### config.mk
export PLATFORM = sky130hd
export DESIGN_NAME = instr_encoder_loader
export DESIGN_NICKNAME = d
export VERILOG_FILES = /design/src/rtl/riscv_pkg.sv /design/src/rtl/instr_word_encoder.sv /design/src/rtl/instr_encoder_loader.sv
export SDC_FILE = /design/constraint.sdc
export NUM_CORES = 1
export LEC_CHECK = 0
export CORE_ASPECT_RATIO = 1.75
export CORE_UTILIZATION = 55
export CTS_CLUSTER_DIAMETER = 150
export DETAILED_ROUTE_END_ITERATION = 10
export DONT_BUFFER_PORTS = 1
export PLACE_DENSITY = 0.68
export SYNTH_ARGS = -nofsm -noshare
export SYNTH_HDL_FRONTEND = slang
export SYNTH_HIERARCHICAL = 1
export SYNTH_SLANG_ARGS = --single-unit
### constraint.sdc
create_clock -name clk -period 5.9 [get_ports clk]
set_input_delay 1.18 -clock clk [delete_from_list [all_inputs] [get_ports clk]]
set_output_delay 1.18 -clock clk [all_outputs]
set_load 0.05 [all_outputs]
### src/rtl/riscv_pkg.sv
// riscv_pkg: shared RV32I opcode, ALU-op and class definitions for control and encoder paths
package riscv_pkg;
  localparam logic [3:0] ALU_ADD  = 4'd0;
  localparam logic [3:0] ALU_SUB  = 4'd1;
  localparam logic [3:0] ALU_XOR  = 4'd2;
  localparam logic [3:0] ALU_OR   = 4'd3;
  localparam logic [3:0] ALU_AND  = 4'd4;
  localparam logic [3:0] ALU_SLL  = 4'd5;
  localparam logic [3:0] ALU_SRL  = 4'd6;
  localparam logic [3:0] ALU_SRA  = 4'd7;
  localparam logic [3:0] ALU_SLT  = 4'd8;
  localparam logic [3:0] ALU_SLTU = 4'd9;
  localparam logic [6:0] OP_LOAD   = 7'b0000011;
  localparam logic [6:0] OP_STORE  = 7'b0100011;
  localparam logic [6:0] OP_BRANCH = 7'b1100011;
  localparam logic [6:0] OP_RTYPE  = 7'b0110011;
  localparam logic [6:0] OP_ITYPE  = 7'b0010011;
  localparam logic [6:0] F7_00 = 7'h00;
  localparam logic [6:0] F7_20 = 7'h20;
  typedef enum logic [2:0] {
    CLS_LOAD   = 3'd0,
    CLS_STORE  = 3'd1,
    CLS_BRANCH = 3'd2,
    CLS_RTYPE  = 3'd3,
    CLS_ITYPE  = 3'd4
  } instr_class_t;
  typedef enum logic [1:0] {S_IDLE, S_RUN, S_DONE} load_state_t;
  // returns {funct7, funct3} for an ALU op; out-of-range ops map to zero
  function automatic logic [9:0] alu_f7f3(input logic [3:0] op);
    logic [9:0] r;
    r = '0;
    case (op)
      ALU_ADD:  r = {F7_00, 3'b000};
      ALU_SUB:  r = {F7_20, 3'b000};
      ALU_SLL:  r = {F7_00, 3'b001};
      ALU_SLT:  r = {F7_00, 3'b010};
      ALU_SLTU: r = {F7_00, 3'b011};
      ALU_XOR:  r = {F7_00, 3'b100};
      ALU_SRL:  r = {F7_00, 3'b101};
      ALU_SRA:  r = {F7_20, 3'b101};
      ALU_OR:   r = {F7_00, 3'b110};
      ALU_AND:  r = {F7_00, 3'b111};
      default:  r = '0;
    endcase
    return r;
  endfunction
endpackage

### src/rtl/instr_word_encoder.sv
// instr_word_encoder: packs one abstract instruction beat into an RV32I word and flags illegal beats
module instr_word_encoder
  import riscv_pkg::*;
(
  input  logic [2:0]  cls,
  input  logic [3:0]  aluop,
  input  logic [2:0]  funct3,
  input  logic [4:0]  rd,
  input  logic [4:0]  rs1,
  input  logic [4:0]  rs2,
  input  logic [11:0] imm,
  output logic [31:0] word,
  output logic        illegal
);
  logic [9:0] f7f3;
  logic [6:0] f7;
  logic [2:0] af3;
  logic       alu_bad;
  logic       is_shift;
  assign f7f3     = alu_f7f3(aluop);
  assign f7       = f7f3[9:3];
  assign af3      = f7f3[2:0];
  assign alu_bad  = aluop > ALU_SLTU;
  assign is_shift = aluop == ALU_SLL || aluop == ALU_SRL || aluop == ALU_SRA;
  // branch imm carries offset[12:1]: imm[11]=b12, imm[10]=b11, imm[9:4]=b10:5, imm[3:0]=b4:1
  always_comb begin
    word    = '0;
    illegal = 1'b1;
    case (cls)
      CLS_LOAD: begin
        word    = {imm, rs1, funct3, rd, OP_LOAD};
        illegal = !(funct3 inside {3'b000, 3'b001, 3'b010, 3'b100, 3'b101});
      end
      CLS_STORE: begin
        word    = {imm[11:5], rs2, rs1, funct3, imm[4:0], OP_STORE};
        illegal = !(funct3 inside {3'b000, 3'b001, 3'b010});
      end
      CLS_BRANCH: begin
        word    = {imm[11], imm[9:4], rs2, rs1, funct3, imm[3:0], imm[10], OP_BRANCH};
        illegal = funct3 == 3'b010 || funct3 == 3'b011;
      end
      CLS_RTYPE: begin
        word    = {f7, rs2, rs1, af3, rd, OP_RTYPE};
        illegal = alu_bad;
      end
      CLS_ITYPE: begin
        word    = is_shift ? {f7, imm[4:0], rs1, af3, rd, OP_ITYPE} : {imm, rs1, af3, rd, OP_ITYPE};
        illegal = alu_bad || aluop == ALU_SUB;
      end
      default: begin
        word    = '0;
        illegal = 1'b1;
      end
    endcase
  end
endmodule

### src/rtl/instr_encoder_loader.sv
// instr_encoder_loader: streams encoded RV32I words into instruction memory at sequential addresses
module instr_encoder_loader
  import riscv_pkg::*;
#(
  parameter int ADDR_W = 12
) (
  input  logic              clk,
  input  logic              rst,
  input  logic              start,
  input  logic [ADDR_W-1:0] base_addr,
  input  logic [ADDR_W-3:0] prog_len,
  input  logic              in_valid,
  output logic              in_ready,
  input  logic [2:0]        in_class,
  input  logic [3:0]        in_aluop,
  input  logic [2:0]        in_funct3,
  input  logic [4:0]        in_rd,
  input  logic [4:0]        in_rs1,
  input  logic [4:0]        in_rs2,
  input  logic [11:0]       in_imm,
  output logic              imem_we,
  output logic [ADDR_W-1:0] imem_addr,
  output logic [31:0]       imem_wdata,
  output logic              done,
  output logic              err_illegal,
  output logic [ADDR_W-3:0] words_written
);
  load_state_t       state, state_n;
  logic [ADDR_W-1:0] ptr;
  logic [ADDR_W-3:0] len_q;
  logic [ADDR_W-3:0] ww_inc;
  logic [31:0]       word;
  logic              illegal;
  logic              fire;
  logic              wr;
  logic              load;
  instr_word_encoder u_enc (
    .cls     (in_class),
    .aluop   (in_aluop),
    .funct3  (in_funct3),
    .rd      (in_rd),
    .rs1     (in_rs1),
    .rs2     (in_rs2),
    .imm     (in_imm),
    .word    (word),
    .illegal (illegal)
  );
  assign in_ready = state == S_RUN;
  assign done     = state == S_DONE;
  assign fire     = in_valid && in_ready;
  assign wr       = fire && !illegal;
  assign load     = start && state != S_RUN;
  assign ww_inc   = words_written + (ADDR_W-2)'(1);
  always_comb begin
    state_n = state;
    if (load)
      state_n = prog_len == '0 ? S_DONE : S_RUN;
    else if (wr && ww_inc == len_q)
      state_n = S_DONE;
  end
  always_ff @(posedge clk) begin
    if (rst) state <= S_IDLE;
    else     state <= state_n;
  end
  always_ff @(posedge clk) begin
    if (rst) begin
      ptr           <= '0;
      len_q         <= '0;
      words_written <= '0;
      imem_we       <= 1'b0;
      imem_addr     <= '0;
      imem_wdata    <= '0;
      err_illegal   <= 1'b0;
    end else begin
      imem_we <= wr;
      if (load) begin
        ptr           <= {base_addr[ADDR_W-1:2], 2'b00};
        len_q         <= prog_len;
        words_written <= '0;
        err_illegal   <= 1'b0;
      end
      if (wr) begin
        ptr           <= ptr + ADDR_W'(4);
        words_written <= ww_inc;
        imem_addr     <= ptr;
        imem_wdata    <= word;
      end
      if (fire && illegal) err_illegal <= 1'b1;
    end
  end
endmodule

==> results.txt <==
The ratio of cells with drive above 1 in the final layout is 0.07952. Synthesis produced 521 cells. The mean post-synth cell area came out at 7.543 sq um. The overall die area is 7501 sq um. The maximum fanout count along the critical path came out at 51. The worst setup path is of the in2reg kind. The post-CTS resize count is 0. The clock insertion delay at the later pin of the skew report is 0.33 ns. The netlist area before placement came out at 3930 sq um. The static leakage is 1.476 nW. The worst path required time came out at 6.12 ns. The region available for standard cell placement spans 6907 sq um. Yosys instantiated no cell more often than sky130_fd_sc_hd__nand2_1. Once the clock tree was built, the setup fixing pass inserted 0 buffers. The worst slew slack as a fraction of its limit came out at 0.3220. Counting flops with a built-in enable in the synthesized netlist gives 0. The portion of the clock cycle consumed by the worst path in the final layout came out at 0.5980. The post-synthesis sequential element count came out at 76. The setup total negative slack is 0 ns.

The width of the die is 65.90 microns. For this configuration, the core starts out at a cell density of 0.5690. The largest individual stage delay along the critical path comes from the cell sky130_fd_sc_hd__nand4bb_4. The worst voltage drop across the vdd grid came out at 0.2127 mV. The post-cts hold buffer count is 0. Counting flops with an async set or reset pin after synthesis yields a share of 0. Entering global routing, the biggest net connects 77 pins.

The count of boundary I/O pins is 121. The kind of cell with the highest combined delay along the critical path is compound AO/OA/AOI/OAI gates. The worst clock skew came out at 0.005312 ns. The final net count is 563. The first-pass iteration count of the detailed router came out at 4. The time the worst path needs with I/O delays and setup is 3.528 ns. The total clock buffers created by CTS came out at 9.

The half-perimeter wire length of the detailed placement result came out at 6730 microns. The share of the core filled with cells in the final layout is 0.6145. The worst setup path is captured at a flop. The via count of the first global-routing pass is 3,364.

The post-synthesis cell type with the largest combined area is sky130_fd_sc_hd__dfxtp_1. The number of clock sinks seen by CTS came out at 76. The maximum root-to-sink buffer count is 2. For the worst flop-to-flop path, the logic depth is 6.

Setup repair after global routing left no endpoint under its margin. The worst hold path begins at len_q[0]$_SDFFE_PP0P_. The cell area power density came out at 312.7 nW/um^2.

In the synthesized netlist the dominant register cell turns out to be sky130_fd_sc_hd__dfxtp_1. The hold path depth came out at 2. The top cell type's share of synthesized area came out at 0.3871. The worst register-to-register path ends at state[1]$_SDFFE_PP0P_. The worst register-to-register path begins at words_written[0]$_SDFFE_PP0P_. The data arrival time of the critical path came out at 3.75 ns. The wire length of the first global-routing pass came out at 15,340 microns. At the pin with the least slew margin, the transition time is 1.015 ns. The count of nets left with antenna violations after detail routing came out at 0. After filler insertion, the fill cell instance count of the layout stands at 677. The global-route congestion overflow total is 0.

The congestion estimate from routability-driven global placement came to 0.7840. The number of unique standard cell types used by synthesis came out at 69. Setup violations remaining at the end of the flow were counted as 0.

The post-detailed-routing wire length came out at 9646 microns. The largest incremental delay on the critical path came out at 0.46 ns. Together, buffers and inverters on the worst path number 1. Dividing the detail-routed wire length by the instance count gives 16.40 microns. The path with the worst hold slack has its endpoint at len_q[0]$_SDFFE_PP0P_. The tightest min-delay check is of the reg2reg type. By area the synthesized netlist is led by sky130_fd_sc_hd__dfxtp_1 39%, sky130_fd_sc_hd__nand2_1 13%, sky130_fd_sc_hd__a21oi_1 9.3%. For this run, the number of Yosys warnings is 6. The max capacitance violation total came out at 0. The worst setup path is launched from a primary input. TritonCTS built the clock tree. The count of final hold-check violations came out at 0. Dividing the detail-routed via count by the number of cells gives 6.046. During placement, the flow inserted port buffers numbering 0. The number of placement rows came out at 40. Across every metal layer, demand over resource in global routing totals 0.2698.

The internal reg-to-reg setup slack came out at 3.40 ns. In the synthesized netlist, the cells that appear most often are 134 x sky130_fd_sc_hd__nand2_1, 76 x sky130_fd_sc_hd__dfxtp_1, 73 x sky130_fd_sc_hd__a21oi_1, 27 x sky130_fd_sc_hd__nor2_1, 22 x sky130_fd_sc_hd__clkbuf_1. The achievable clock frequency is 283.4 MHz. The root buffer cell chosen for the clock tree is sky130_fd_sc_hd__clkbuf_16. The initial antenna violation count came out at 1. Traced cell by cell, the critical path runs through o21ai_2, nand2_1, a31oi_1, o22ai_1, nand4bb_4, buf_4, o21ai_1, o21ai_0, a221oi_1, nor2_1.

The final number of max-transition violations came out at 0. The share of the Yosys chip area taken by registers is 0.3871. The detailed router finished its first iteration with 243 violations. Clock-pin slew was measured on the worst setup and hold paths at 0.06 ns. The H-tree level count is 3.

The area growth from synthesis to final layout is 7.991%. The routed layout has 3,555 vias. The number of remaining DRC errors is 0. The run finished with clean final reports. The die is 113.8 microns tall.
-- layout make-up --
class                      instances  area [sq um]  area share
timing repair buffer               5         37.54    0.008844
sequential                        76          1521      0.3585
tap                               84         105.1     0.02476
clock buffer                       9         225.2     0.05307
antenna                            1         2.502   0.0005896
clock inverter                     7         115.1     0.02712
multi-input combinational        400          2215      0.5218
inverter                           6         22.52    0.005307
-- cells by family after synthesis --
kind of cell,Yosys count,synth area share
DFF,76,0.3871
muxes,5,0.01433
and+or+nand+nor,221,0.2611
AOI/OAI and AO/OA,155,0.2410
buffers and inverters,47,0.05922
xor gates and xnor gates,13,0.02897
adders and majority gates,2,0.006366
other,2,0.001911
-- state kept, by name, indices dropped and copies added (netlist names) --
signal and count:
words_written 10, state 2, err_illegal 1, ptr 10, len_q 10, imem_we 1, imem_wdata 32, imem_addr 10
-- routing by layer --
metal  vias to the layer above  routed length (microns)  track usage
met2                       114                     5099       0.4769
met4                         0                      361       0.1565
met3                        25                      672      0.09200
li1                       1761                        -            -
met5                         -                        0            0
met1                      1655                     3512       0.2624
-- power by group --
group	total, mW	leakage (nW)	switching, mW	internal [mW]
combinational	0.130	0.698	0.0780	0.0517
sequential	0.577	0.617	0.0443	0.533
clock	0.620	0.161	0.209	0.411
total	1.33	1.48	0.331	0.996
-- worst max-delay path by stage --
stage                 from                    end  cells after the start
2_1_floorplan  in_class[0]  state[1]$_SDFFE_PP0P_                     11
3_3_place_gp   in_class[1]    ptr[7]$_SDFFE_PP0P_                     10
3_5_place_dp   in_class[1]    ptr[7]$_SDFFE_PP0P_                     10
4_1_cts        in_class[1]    ptr[7]$_SDFFE_PP0P_                     10
5_1_grt        in_class[1]    ptr[7]$_SDFFE_PP0P_                     10
6_report       in_class[1]    ptr[7]$_SDFFE_PP0P_                     10
-- worst register-to-register path: stages, from the launching register on --
cell and delay, ns:
sky130_fd_sc_hd__dfxtp_1 0.79, sky130_fd_sc_hd__ha_1 0.48, sky130_fd_sc_hd__nand3_1 0.20, sky130_fd_sc_hd__o21ai_1 0.18, sky130_fd_sc_hd__nand4_1 0.10, sky130_fd_sc_hd__or4_4 0.44, sky130_fd_sc_hd__o31ai_2 0.23
-- cells in the final DEF, fill, tap and decap left out, types with 5 or more instances in the layout --
| cell | synthesis | layout |
|---|---|---|
| sky130_fd_sc_hd__nand2_1 | 134 | 134 |
| sky130_fd_sc_hd__dfxtp_1 | 76 | 76 |
| sky130_fd_sc_hd__a21oi_1 | 73 | 73 |
| sky130_fd_sc_hd__nor2_1 | 27 | 27 |
| sky130_fd_sc_hd__o21ai_0 | 19 | 19 |
| sky130_fd_sc_hd__o21ai_1 | 9 | 9 |
| sky130_fd_sc_hd__nand2b_1 | 9 | 9 |
| sky130_fd_sc_hd__clkbuf_16 | 0 | 9 |
| sky130_fd_sc_hd__xnor2_1 | 8 | 8 |
| sky130_fd_sc_hd__a31oi_1 | 7 | 7 |
| sky130_fd_sc_hd__and2_1 | 7 | 7 |
| sky130_fd_sc_hd__nand3_1 | 6 | 6 |
| sky130_fd_sc_hd__or3_1 | 6 | 6 |
| sky130_fd_sc_hd__a22oi_1 | 6 | 6 |
| sky130_fd_sc_hd__inv_1 | 5 | 5 |
| sky130_fd_sc_hd__xor2_1 | 5 | 5 |
| sky130_fd_sc_hd__buf_4 | 8 | 5 |
| sky130_fd_sc_hd__a22o_1 | 5 | 5 |
-- metrics by stage --
| stage | instance area (sq um) | setup slack, ns | hold slack (ns) | cells | total power, mW |
|---|---|---|---|---|---|
| 2_1_floorplan | 3938 | 2.784 | 0.4408 | 523 | 0.7007 |
| 5_1_grt | 4244 | 2.105 | 0.4757 | 588 | 1.381 |
| 6_report | 4244 | 2.372 | 0.4618 | 588 | 1.327 |
| 4_1_cts | 4242 | 2.335 | 0.4626 | 587 | 1.341 |
| 3_3_place_gp | 3901 | 2.029 | 0.4537 | 571 | 0.7153 |
| 3_5_place_dp | 3901 | 1.998 | 0.4585 | 571 | 0.7182 |
(Power assumes the default switching activity.)
